### src/rtl/target_editor.sv
// Field-wise editor for a TARGET_W-bit word driven by switches and two debounced
// pushbuttons; every new value is offered once through a valid/ready handshake.
module target_editor #(
  parameter int unsigned              TARGET_W = 32,
  parameter int unsigned              FIELD_W  = 8,
  parameter int unsigned              VAL_W    = 6,
  parameter logic [TARGET_W-1:0]      DEFAULT  = 32'h4996CDD1,
  parameter int unsigned              DB_CYC   = 50000,
  localparam int unsigned             NFIELD   = TARGET_W / FIELD_W,
  localparam int unsigned             POS_W    = (NFIELD > 1) ? $clog2(NFIELD) : 1
) (
  input  logic                clk,
  input  logic                rst,
  input  logic [VAL_W-1:0]    sw_val,
  input  logic [POS_W-1:0]    sw_pos,
  input  logic                btn_load,
  input  logic                btn_revert,
  output logic [TARGET_W-1:0] target,
  output logic                upd_valid,
  input  logic                upd_ready,
  output logic                busy
);

  localparam int unsigned CNT_W = $clog2(DB_CYC + 1);
  localparam logic [CNT_W-1:0] DbMax = CNT_W'(DB_CYC);

  typedef enum logic [0:0] {StIdle, StOffer} state_e;

  state_e state_q, state_d;
  logic [TARGET_W-1:0] target_q, target_d;

  // Index 0 = load button, index 1 = revert button.
  logic [1:0]       btn_raw;
  logic [1:0]       sync1_q, sync2_q;
  logic [1:0]       lvl, lvl_q;
  logic [1:0]       ev;
  logic [CNT_W-1:0] cnt_q [2];
  logic [CNT_W-1:0] cnt_d [2];

  assign btn_raw = {btn_revert, btn_load};

  always_comb begin
    for (int i = 0; i < 2; i++) begin
      cnt_d[i] = cnt_q[i];
      if (!sync2_q[i]) begin
        cnt_d[i] = '0;
      end else if (cnt_q[i] != DbMax) begin
        cnt_d[i] = cnt_q[i] + 1'b1;
      end
      lvl[i] = (cnt_q[i] == DbMax);
    end
  end

  assign ev = lvl & ~lvl_q;

  always_ff @(posedge clk) begin
    if (rst) begin
      sync1_q <= '0;
      sync2_q <= '0;
      lvl_q   <= '0;
      for (int i = 0; i < 2; i++) begin
        cnt_q[i] <= '0;
      end
    end else begin
      sync1_q <= btn_raw;
      sync2_q <= sync1_q;
      lvl_q   <= lvl;
      for (int i = 0; i < 2; i++) begin
        cnt_q[i] <= cnt_d[i];
      end
    end
  end

  logic [FIELD_W-1:0]  field;
  logic [TARGET_W-1:0] loaded;
  logic                pos_hit;

  // Out-of-range positions match no field, so pos_hit stays low.
  always_comb begin
    field   = FIELD_W'(sw_val) << (FIELD_W - VAL_W);
    loaded  = target_q;
    pos_hit = 1'b0;
    for (int i = 0; i < NFIELD; i++) begin
      if (sw_pos == POS_W'(i)) begin
        loaded[i*FIELD_W +: FIELD_W] = field;
        pos_hit = 1'b1;
      end
    end
  end

  always_comb begin
    state_d  = state_q;
    target_d = target_q;
    case (state_q)
      StIdle: begin
        if (ev[1]) begin
          target_d = DEFAULT;
          state_d  = StOffer;
        end else if (ev[0] && pos_hit) begin
          target_d = loaded;
          state_d  = StOffer;
        end
      end
      StOffer: begin
        if (upd_ready) begin
          state_d = StIdle;
        end
      end
      default: state_d = StIdle;
    endcase
  end

  always_ff @(posedge clk) begin
    if (rst) begin
      state_q  <= StIdle;
      target_q <= DEFAULT;
    end else begin
      state_q  <= state_d;
      target_q <= target_d;
    end
  end

  assign target    = target_q;
  assign upd_valid = (state_q == StOffer);
  assign busy      = upd_valid;

endmodule

### config.mk
export PLATFORM = sky130hd
export DESIGN_NAME = target_editor
export DESIGN_NICKNAME = d
export VERILOG_FILES = /design/src/rtl/target_editor.sv
export SDC_FILE = /design/constraint.sdc
export NUM_CORES = 1
export LEC_CHECK = 0
export CORE_UTILIZATION = 50
export CTS_CLUSTER_DIAMETER = 60
export CTS_CLUSTER_SIZE = 28
export DETAILED_ROUTE_END_ITERATION = 8
export MAX_ROUTING_LAYER = met4
export PLACE_DENSITY_LB_ADDON = 0.15
export SETUP_SLACK_MARGIN = 0.2
export SYNTH_ARGS = -nofsm -noshare
export SYNTH_HDL_FRONTEND = slang
export SYNTH_SLANG_ARGS = --single-unit
### constraint.sdc
create_clock -name clk -period 2.2 [get_ports clk]
set_clock_uncertainty 0.05 [all_clocks]
set_input_delay 0.66 -clock clk [delete_from_list [all_inputs] [get_ports clk]]
set_output_delay 0.66 -clock clk [all_outputs]
set_load 0.05 [all_outputs]
# Word-level counts from Yosys, hierarchy flattened
# Memory sizes are Yosys's and may differ from the RTL's.
# Cells that the tools add are included.
# word_totals
register_bits	39
ramBits	32
in_bits	13
wordCells	57
mem_count	1
# mem_list
memory	depth	width	read_ports	rd_ports_with_merged_regs	write_ports	line_no	source
cnt_q	2	16	2	0	2	37	logic [CNT_W-1:0] cnt_q [2];
# op_classes
n_addsub	2
eq_ne	7
mux	23
bitwise	5
reduce_logical	11
# op_table
op	n
2-to-1 mux 16 bit	6
2-to-1 mux 32 bit	2
adder 16 x 1 -> 16 bit (second input constant)	2
== test 16 bit (second input constant)	2
2-to-1 mux 8 bit	4
!= test 16 bit (second input constant)	2
AND reduction 3 bit	4
2-to-1 mux 1 bit	10
nonzero test 2 bit	5
== test 2 bit (second input constant)	2
bitwise AND 2 bit	1
== test 2 x 1 -> 1 bit (second input constant)	1
logical NOT 2 bit	1
inverter 2 bit	1
OR 1 bit	2
case mux 1 bit (2 select lines)	1
logical AND 1 bit	1
inverter 1 bit	1

# Logic depth before layout (Yosys ltp)
# logic_depth
depth_word	9
mapped_depth	7
mapped_depth_nobuf	6

# Least setup slack after synthesis
# No wires, ideal clock.
# synth_path
path_kind	register to register
start	memory cnt_q[0][16] in the netlist's numbering
end	register target_q[10], in the netlist target[10]
setup_time_ns	0.122
arrival_time_ns	1.643
slack_ns	0.385
path_stages_with_launch	8
path_cell_list	dfxtp_1 > inv_1 > ha_1 > and4bb_2 > nand4_1 > clkbuf_1 > nand4_1 > o32a_1
# synth_lines
item	line_no	source
from (decl)	37	
to (signal assigned)	119	target_q <= target_d;
to (decl)	30	logic [TARGET_W-1:0] target_q, target_d;

==> flow_metrics.env <==
export IMPL_outcome="finished clean"
export IMPL_clockRootBuffer="clkbuf_8"
export IMPL_synthArstFlopShare=0
export IMPL_period_needed_ns=1.99
export IMPL_area_delta_synth_final_pct=29.2
export IMPL_p_leak_nw=1.39
export IMPL_synth_seq_cells=67
export IMPL_maxSlewViolCount=0
export IMPL_cts_clk_slew_worst_paths_ns=0.07
export IMPL_total_power_mw=2.46
export IMPL_slew_headroom=0.597
export IMPL_worstSkewPairLatency_ns=0.34
export IMPL_reg2reg_from="cnt_q[0][10]"
export IMPL_fin_area_sq_um=3760
export IMPL_synth_edf_count=0
export IMPL_utilization=0.675
export IMPL_drtIter0Drc=183
export IMPL_htree_levels=3
export IMPL_die_area_sq_um=6130
export IMPL_layout_setup_ws_ns=0.212
export IMPL_drt_pass1_iter_count=4
export IMPL_synth_top_cell_by_area="dfxtp_1"
export IMPL_crit_path_start="cnt_q[0][10]"
export IMPL_grt_ovfl_total=0
export IMPL_rsz0062_at_grt="false"
export IMPL_grt_usage=0.228
export IMPL_dp_hpwl_um=4520
export IMPL_finalWirelength_um=6420
export IMPL_clockBufferDepth=2
export IMPL_yosysSeqAreaShare=0.461
export IMPL_placementRows=27
export IMPL_critPathMaxFanout=6
export IMPL_drive_gt1_frac=0.164
export IMPL_initial_core_util=0.522
export IMPL_worst_setup_path_start_kind="flip-flop"
export IMPL_syn_inst=302
export IMPL_cts_made_buffers=9
export IMPL_antenna_found_initial=0
export IMPL_grt_max_degree=17
export IMPL_io_buffers=42
export IMPL_synth_avg_cell_area_sq_um=9.64
export IMPL_finalHoldViolCount=0
export IMPL_die_w_um=78.3
export IMPL_place_congestion=0.771
export IMPL_drcViolationCount=0
export IMPL_cp_arrival_ns=2.17
export IMPL_hp_class="reg -> reg"
export IMPL_ant_nets=0
export IMPL_grt_pass1_wl_um=10500
export IMPL_synth_simple_area_share=0.257
export IMPL_synth_top_area_frac=0.461
export IMPL_finalCritPeriodShare=0.904
export IMPL_worstSetupPathType="reg -> reg"
export IMPL_detailedPlace_worstSlack_ns=-0.0432
export IMPL_ios=47
export IMPL_cp_required_ns=2.38
export IMPL_cts_tree="done"
export IMPL_max_vdd_ir_drop_uv=501
export IMPL_synth_mux_area_frac=0.00344
export IMPL_synthAdderAreaFrac=0.0172
export IMPL_synthXorXnorAreaFrac=0.0752
export IMPL_end_kind="flip-flop"
export IMPL_yosys_warnings=0
export IMPL_synthFlopType="dfxtp_1"
export IMPL_fin_nets=385
export IMPL_synth_top_family_by_area="simple AND/OR/NAND/NOR gates"
export IMPL_synth_area_leaders="dfxtp_1 (46%), xnor2_1 (4.8%), nor2_1 (4.4%), o32a_1 (4.1%), a32o_1 (3.4%)"
export IMPL_wl_per_cell_um=14.4
export IMPL_power_density_nw_per_um2=654
export IMPL_coreArea_sq_um=5570
export IMPL_die_h_um=78.3
export IMPL_vias_per_cell=5.45
export IMPL_clock_fmax_ghz=0.503
export IMPL_tns_ns=0
export IMPL_synth_compound_area_frac=0.129
export IMPL_grt_pass1_vias=2254
export IMPL_antenna_cells=0
export IMPL_vias=2425
export IMPL_synth_cell_type_count=48
export IMPL_hp_start="sync1_q[1]"
export IMPL_setup_violations=0
export IMPL_placed_cell_area_sq_um=3510
export IMPL_cts_sink_count=67
export IMPL_max_cap_violations=0
export IMPL_tightest_slew_ns=0.604
export IMPL_syn_area_sq_um=2910
## cell families after synthesis
logic type,after synthesis
AOI/OAI and AO/OA,45
xor gates and xnor gates,25
adders and majority gates,4
buffers and inverters,34
DFF,67
muxes,1
other,1
and+or+nand+nor,125
## layer usage
metal  share of wire  global-route usage
met1            0.47               0.292
met2            0.46               0.334
met3           0.055              0.0733
met4           0.016              0.0852
met5               0                   -
## cells in the mapped netlist, drive strengths merged, types with 5 or more instances
| cell type | count |
|---|---|
| dfxtp | 67 |
| nor2 | 34 |
| inv | 20 |
| nand4 | 16 |
| xnor2 | 16 |
| nand2 | 13 |
| o32a | 12 |
| a32o | 10 |
| buf | 9 |
| nor3 | 9 |
| xor2 | 9 |
| nand3 | 8 |
| a21oi | 7 |
| and4 | 6 |
| nor4 | 6 |
| or3 | 6 |
| clkbuf | 5 |
| o21ai | 5 |
## power by group
| part | internal (mW) | leakage (nW) | switching (mW) |
|---|---|---|---|
| clock | 0.668 | 0.108 | 0.473 |
| sequential | 1.22 | 0.542 | 0.00128 |
| combinational | 0.0429 | 0.742 | 0.0550 |
## repair_timing
item / CTS / global route
pin swaps: 0 / 2
resized for setup: 20 / 4
setup buffers: 0 / 3
hold buffers: 0 / 0
setup endpoints to repair: 33 / 24
## final cells by class
| type | count | area [sq um] |
|---|---|---|
| Tap cell | 72 | 90.1 |
| Clock inverter | 6 | 88.8 |
| Inverter | 20 | 75.1 |
| Fill cell | 462 | 1810 |
| Multi-Input combinational cell | 204 | 1440 |
| Sequential cell | 67 | 1340 |
| Timing Repair Buffer | 66 | 591 |
| Clock buffer | 10 | 138 |
## metrics by stage
stage                     std cells  hold WS [ns]
after floorplan                 305         0.364
after global placement          426         0.372
after detailed placement        426         0.378
after CTS                       442         0.396
after global routing            445         0.404
final                           445         0.398
## critical path: stages, from the launching register on
cell and delay (ns):
dfxtp_1 0.36, nor4b_2 0.32, nand4_1 0.32, or3_1 0.51, a32o_1 0.31
## cells in the final DEF (no fill, tap or decap), types with 9 or more instances in the layout
cell type / n
dfxtp_1: 66
buf_4: 31
xnor2_1: 16
nand4_1: 14
clkdlybuf4s50_1: 12
clkbuf_8: 10
inv_1: 20
dlygate4sd2_1: 19
nand2_1: 13
xor2_1: 9
o32a_1: 12
a32o_1: 10
nor2_1: 34
## worst paths after layout
kind / end / slack, ns / depth (start not counted)
min: sync2_q[1] / 0.40 / 1
max reg2reg: target[19] / 0.21 / 4
min reg2reg: sync2_q[1] / 0.40 / 1
max: target[19] / 0.21 / 4
## flip-flops by register name, summed over array words and instances (netlist names)
signal and flops:
busy 1, lvl_q 2, target 28, sync2_q 2
sync1_q 2, cnt_q 32
No activity file was read; power rests on OpenSTA's default activity.
